File: src/rtl/pc_fetch_unit_pkg.sv
// Shared definitions for the PC / instruction-fetch stage: condition codes,
// flag bit positions and the fetch state encoding.
package pc_fetch_unit_pkg;

  localparam logic [3:0] COND_EQ    = 4'h0;
  localparam logic [3:0] COND_NE    = 4'h1;
  localparam logic [3:0] COND_CS    = 4'h2;
  localparam logic [3:0] COND_CC    = 4'h3;
  localparam logic [3:0] COND_HI    = 4'h4;
  localparam logic [3:0] COND_LS    = 4'h5;
  localparam logic [3:0] COND_GT    = 4'h6;
  localparam logic [3:0] COND_LE    = 4'h7;
  localparam logic [3:0] COND_FS    = 4'h8;
  localparam logic [3:0] COND_FC    = 4'h9;
  localparam logic [3:0] COND_LO    = 4'hA;
  localparam logic [3:0] COND_HS    = 4'hB;
  localparam logic [3:0] COND_LT    = 4'hC;
  localparam logic [3:0] COND_GE    = 4'hD;
  localparam logic [3:0] COND_UC    = 4'hE;
  localparam logic [3:0] COND_NEVER = 4'hF;

  // Bit positions inside the {N,Z,F,L,C} flag vector.
  localparam int FLAG_N    = 4;
  localparam int FLAG_Z    = 3;
  localparam int FLAG_F    = 2;
  localparam int FLAG_L    = 1;
  localparam int FLAG_C    = 0;
  localparam int NUM_FLAGS = 5;

  typedef enum logic [1:0] {
    FETCH_IDLE    = 2'd0,
    FETCH_REQ     = 2'd1,
    FETCH_DISCARD = 2'd2
  } fetch_state_e;

endpackage : pc_fetch_unit_pkg

File: src/rtl/pc_fetch_unit_cond_eval.sv
// Condition-code evaluator: decides whether a conditional jump/branch is
// taken from the 4-bit code and the processor flags.
module cond_eval
  import pc_fetch_unit_pkg::*;
(
  input  logic [3:0]           flagOp,
  input  logic [NUM_FLAGS-1:0] flags,
  output logic                 taken
);

  logic n_flag;
  logic z_flag;
  logic f_flag;
  logic l_flag;
  logic c_flag;

  assign n_flag = flags[FLAG_N];
  assign z_flag = flags[FLAG_Z];
  assign f_flag = flags[FLAG_F];
  assign l_flag = flags[FLAG_L];
  assign c_flag = flags[FLAG_C];

  always_comb begin
    taken = 1'b0;
    unique case (flagOp)
      COND_EQ:    taken = z_flag;
      COND_NE:    taken = !z_flag;
      COND_CS:    taken = c_flag;
      COND_CC:    taken = !c_flag;
      COND_HI:    taken = l_flag;
      COND_LS:    taken = !l_flag;
      COND_GT:    taken = n_flag;
      COND_LE:    taken = !n_flag;
      COND_FS:    taken = f_flag;
      COND_FC:    taken = !f_flag;
      // Compound codes combine magnitude/sign with equality.
      COND_LO:    taken = !l_flag && !z_flag;
      COND_HS:    taken = l_flag || z_flag;
      COND_LT:    taken = !n_flag && !z_flag;
      COND_GE:    taken = n_flag || z_flag;
      COND_UC:    taken = 1'b1;
      COND_NEVER: taken = 1'b0;
      default:    taken = 1'b0;
    endcase
  end

endmodule : cond_eval

File: src/rtl/pc_fetch_unit.sv
// Program counter and instruction fetch: owns the PC, fetches the word at the
// PC over a req/ack port and holds it on `instruction` until the PC moves.
module pc_fetch_unit
  import pc_fetch_unit_pkg::*;
#(
  parameter int               WIDTH    = 16,
  parameter logic [WIDTH-1:0] RESET_PC = '0
) (
  input  logic                 clk,
  input  logic                 reset,
  input  logic                 pcAdd,
  input  logic                 pcJump,
  input  logic                 pcBranch,
  input  logic [3:0]           flagOp,
  input  logic [WIDTH-1:0]     immediate,
  input  logic [WIDTH-1:0]     jump_target,
  input  logic [NUM_FLAGS-1:0] flags,
  input  logic [15:0]          mem_rdata,
  input  logic                 mem_ack,
  output logic                 mem_req,
  output logic [WIDTH-1:0]     mem_addr,
  output logic [15:0]          instruction,
  output logic                 instr_valid,
  output logic [WIDTH-1:0]     pc,
  output logic [WIDTH-1:0]     pc_link
);

  localparam logic [WIDTH-1:0] PC_ONE = {{(WIDTH-1){1'b0}}, 1'b1};

  fetch_state_e     state_q, state_d;
  logic [WIDTH-1:0] pc_q, pc_d;
  logic [WIDTH-1:0] mem_addr_q, mem_addr_d;
  logic [15:0]      instruction_q, instruction_d;
  logic             instr_valid_q, instr_valid_d;
  logic             fetch_pending_q, fetch_pending_d;

  logic             taken;
  logic             pc_update;
  logic             accept;
  logic [WIDTH-1:0] pc_plus1;

  cond_eval u_cond_eval (
    .flagOp (flagOp),
    .flags  (flags),
    .taken  (taken)
  );

  // Any strobe is a PC update, even when the condition fails and pc+1 results.
  assign pc_update = pcAdd || pcJump || pcBranch;
  assign pc_plus1  = pc_q + PC_ONE;

  always_comb begin
    pc_d = pc_q;
    if (pcJump) begin
      pc_d = taken ? jump_target : pc_plus1;
    end else if (pcBranch) begin
      pc_d = taken ? (pc_q + immediate) : pc_plus1;
    end else if (pcAdd) begin
      pc_d = pc_plus1;
    end
  end

  // State register.
  always_ff @(posedge clk or negedge reset) begin
    if (!reset) begin
      state_q <= FETCH_IDLE;
    end else begin
      state_q <= state_d;
    end
  end

  // Next-state logic. A request is launched only from a cycle with a stable
  // PC, so a strobe in IDLE defers the fetch by one cycle.
  always_comb begin
    state_d = state_q;
    unique case (state_q)
      FETCH_IDLE: begin
        if (fetch_pending_q && !pc_update) begin
          state_d = FETCH_REQ;
        end
      end
      FETCH_REQ: begin
        if (mem_ack) begin
          state_d = FETCH_IDLE;
        end else if (pc_update) begin
          state_d = FETCH_DISCARD;
        end
      end
      FETCH_DISCARD: begin
        if (mem_ack) begin
          state_d = FETCH_IDLE;
        end
      end
      default: state_d = FETCH_IDLE;
    endcase
  end

  // Output logic: an issued request stays up until the memory acknowledges it.
  always_comb begin
    mem_req = (state_q != FETCH_IDLE);
  end

  // Fetched data is only usable if the PC did not move in the ack cycle.
  assign accept = (state_q == FETCH_REQ) && mem_ack && !pc_update;

  always_comb begin
    fetch_pending_d = fetch_pending_q;
    instr_valid_d   = instr_valid_q;
    instruction_d   = instruction_q;
    mem_addr_d      = mem_addr_q;

    if (pc_update) begin
      fetch_pending_d = 1'b1;
      instr_valid_d   = 1'b0;
    end else if (accept) begin
      fetch_pending_d = 1'b0;
      instr_valid_d   = 1'b1;
    end

    if (accept) begin
      instruction_d = mem_rdata;
    end

    if ((state_q == FETCH_IDLE) && (state_d == FETCH_REQ)) begin
      mem_addr_d = pc_q;
    end
  end

  always_ff @(posedge clk or negedge reset) begin
    if (!reset) begin
      pc_q            <= RESET_PC;
      mem_addr_q      <= RESET_PC;
      instruction_q   <= 16'h0000;
      instr_valid_q   <= 1'b0;
      fetch_pending_q <= 1'b1;
    end else begin
      pc_q            <= pc_d;
      mem_addr_q      <= mem_addr_d;
      instruction_q   <= instruction_d;
      instr_valid_q   <= instr_valid_d;
      fetch_pending_q <= fetch_pending_d;
    end
  end

  assign pc          = pc_q;
  assign pc_link     = pc_plus1;
  assign mem_addr    = mem_addr_q;
  assign instruction = instruction_q;
  assign instr_valid = instr_valid_q;

endmodule : pc_fetch_unit

File: config.mk
export PLATFORM = sky130hd
export DESIGN_NAME = pc_fetch_unit
export DESIGN_NICKNAME = d
export VERILOG_FILES = /design/src/rtl/pc_fetch_unit_pkg.sv /design/src/rtl/pc_fetch_unit_cond_eval.sv /design/src/rtl/pc_fetch_unit.sv
export SDC_FILE = /design/constraint.sdc
export NUM_CORES = 1
export LEC_CHECK = 0
export ABC_CLOCK_PERIOD_IN_PS = 7260
export CAP_MARGIN = 20
export CORE_MARGIN = 3
export CORE_UTILIZATION = 49
export DETAILED_ROUTE_END_ITERATION = 10
export HOLD_SLACK_MARGIN = 0.12
export PLACE_DENSITY = 0.95
export SLEW_MARGIN = 20
export SYNTH_ARGS = -nofsm -noshare
export SYNTH_HDL_FRONTEND = slang
export SYNTH_SLANG_ARGS = --single-unit
File: constraint.sdc
create_clock -name clk -period 7.26 [get_ports clk]
set_clock_uncertainty 0.05 [all_clocks]
set_input_delay 1.452 -clock clk [delete_from_list [all_inputs] [get_ports clk]]
set_output_delay 1.452 -clock clk [all_outputs]
set_load 0.02 [all_outputs]
==> results.py <==
metrics = {
    "run_status": {
        "outcome": "finished clean",
    },
    "synthesis": {
        "synth_top_family_by_area": "simple AND/OR/NAND/NOR gates",
        "ys.warnings.count": 0,
        "synth-adder-area-share": 0.0637,
        "synth_edf_count": 0,
        "avgSynthCellArea_um2": 9.66,
        "synthTopCellsByArea": "dfrtp_1 (37%), mux2_2 (9.8%), ha_1 (5.8%), xnor2_1 (4.3%), a21oi_1 (3.9%)",
        "syn_nets": 438,
        "synthFlopType": "dfrtp_1",
        "synth.area.mux_share": 0.135,
        "synth_top_area_cell": "dfrtp_1",
        "synthCells": 358,
        "synth_top_cells_by_count": "dfrtp_1 (51), nand2_1 (31), mux2_2 (30)",
        "ys_seq_elements": 52,
        "synthXorXnorAreaFrac": 0.0759,
        "yosysSeqAreaShare": 0.376,
        "syn_area_um2": 3460,
        "synth_compound_area_frac": 0.149,
        "yosysMostFrequentCell": "dfrtp_1",
        "synth_cell_types": 54,
        "yosys.area_share.simple": 0.174,
        "yosys.area.top_type_share": 0.369,
        "synth-async-reset-ratio": 1.00,
    },
    "global_route": {
        "grt_max_degree": 53,
        "gr-total-overflow": 0,
        "grt_pass1_wl_um": 18400,
        "antenna_found_initial": 0,
        "grt_pass1_vias": 3519,
        "grt_use_total": 0.275,
    },
    "sta": {
        "slew_violations": 0,
        "finalCriticalPeriod_ns": 4.62,
        "finalHoldViolCount": 0,
        "max-slew-margin-rel": 0.413,
        "setup_tns_ns": 0,
        "worst_slack_ns": 2.64,
        "rsz0062_at_grt": "no",
        "tightest_slew_ns": 0.878,
        "period_share": 0.637,
        "clock.fmax_ghz": 0.216,
        "setup_viol_count_final": 0,
    },
    "place": {
        "postPlaceCellArea_um2": 4810,
        "place_ws_ns": 2.44,
        "gp_congestion": 0.950,
        "hpwl_um": 8350,
        "dp.cells": 568,
        "portBuffers": 128,
    },
    "floorplan": {
        "rows": 29,
        "start_util": 0.524,
        "dieArea_um2": 8100,
        "die_h_um": 90.0,
        "ios": 129,
        "core_um2": 6600,
        "die_w_um": 90.0,
    },
    "route": {
        "wl_per_cell_um": 19.8,
        "ant_nets": 0,
        "routed_via_density": 6.08,
        "drt_iter0_drc": 390,
        "firstDrtPassIters": 7,
        "wl_um": 11400,
        "drc": 0,
        "vias": 3502,
    },
    "setup_path": {
        "crit_family": "simple AND/OR/NAND/NOR gates",
        "slowest_delay_ns": 0.69,
        "path_buf_inv": 1,
        "endpoint_kind": "primary output",
        "crit_path_top_delay_cell": "clkdlybuf4s50_1",
        "required_ns": 5.76,
        "worstSetupStartpointType": "flop",
        "cp.arrival_ns": 3.12,
        "timing_worst_setup_path_type": "reg2out",
        "path_max_fanout": 8,
        "crit_chain": "ha_1, and3_1, nor3b_1, nand3_1, xnor2_1, clkdlybuf4s50_1",
    },
    "layout": {
        "finalNonFillerCells": 576,
        "design_area_um2": 4950,
        "fill_cells": 440,
        "drive_above_1_share": 0.0994,
        "layout.nets": 562,
        "antennaDiodeCount": 0,
        "syn_to_final_growth_pct": 43.0,
    },
    "clocking": {
        "cts_resized": 0,
        "hold_buffers": 0,
        "clkSinkCount": 52,
        "post-cts-setup-buffers": 0,
        "htree_levels": 2,
        "cts_made_buffers": 5,
        "clock_latency_ns": 0.31,
        "clk_root_buffer_cell": "clkbuf_8",
        "clk_pin_slew_worst_paths_ns": 0.10,
        "cts_tree": "done",
        "clk_path_buf_depth": 2,
    },
    "pwr": {
        "powerDensity_nw_per_um2": 363,
        "p_total_w": 0.00180,
        "peakVddDrop_mv": 0.230,
        "p_leak_nw": 2.10,
    },
    "job": {
        "cap_violations": 0,
    },
    "worst_hold_path": {
        "hold_class": "reg2reg",
    },
}
==> final timing paths <==
path	start	endpoint	slack (ns)	cells after the start
min in group asynchronous	reset	instruction[6]	1.11	1
worst max-delay path	pc[1]	pc_link[14]	2.64	6
max in group asynchronous	reset	pc[9]	5.62	1
worst min-delay path	fetch_pending_q	fetch_pending_q	0.44	2
worst max register to register	pc[1]	pc[15]	4.25	8
worst min register to register	fetch_pending_q	fetch_pending_q	0.44	2
==> metrics by stage <==
stage	utilization	hold slack [ns]
6_report	0.749	0.438
3_3_place_gp	0.728	0.414
2_1_floorplan	-	0.396
4_1_cts	0.749	0.440
3_5_place_dp	0.729	0.420
5_1_grt	0.749	0.461
==> sequential cells by signal, indices dropped and copies added, names as in the netlist <==
name             cells
fetch_pending_q      1
instr_valid          1
instruction         16
mem_addr            16
pc                  16
state_q              2
==> worst min-delay path, delay by kind of cell (launching register included) <==
| kind | cells | cell delay, ns |
|---|---|---|
| DFF | 1 | 0.39 |
| and+or+nand+nor | 2 | 0.10 |
==> report_power, final <==
part | internal [W] | leakage [nW] | switching (W)
clock | 0.000138 | 0.0654 | 0.000102
combinational | 0.000498 | 1.39 | 0.000553
sequential | 0.000379 | 0.642 | 0.000126
total | 0.00102 | 2.10 | 0.000781
==> cell families (layout without fill, tap and decap cells) <==
logic type      count (synthesis)  after routing
compound gates                 78             78
xor+xnor                       30             30
fa+ha+maj                      17             17
buf+inv                        23            148
flops                          52             52
mux                            43             43
simple gates                  115            115
==> layout by cell type (no fill, tap or decap), drive strengths merged, types with 14 or more instances in the layout <==
| cell | Yosys | routed |
|---|---|---|
| xnor2 | 17 | 17 |
| clkdlybuf4s50 | 0 | 127 |
| mux2 | 30 | 30 |
| a21oi | 27 | 27 |
| ha | 16 | 16 |
| nand3 | 14 | 14 |
| nor2 | 23 | 23 |
| dfrtp | 51 | 51 |
| nand2 | 31 | 31 |
==> cell type report <==
class / instances / area [um2] / share of cell area
flip-flops and latches: 52 / 1300 / 0.263
repair buffers: 129 / 1290 / 0.260
inverters: 11 / 41.3 / 0.00834
well taps: 93 / 116 / 0.0235
multi-input cells: 283 / 2070 / 0.418
clock inverters: 2 / 60.1 / 0.0121
clock buffers: 6 / 72.6 / 0.0147
==> layer usage <==
layer	vias to the layer above	global-route usage	part of all wire
met1	1667	0.337	0.38
met5	-	0	0
li1	1556	-	-
met2	230	0.482	0.50
met4	0	0.105	0.037
met3	49	0.0484	0.082
No activity file was read; power rests on OpenSTA's default activity.
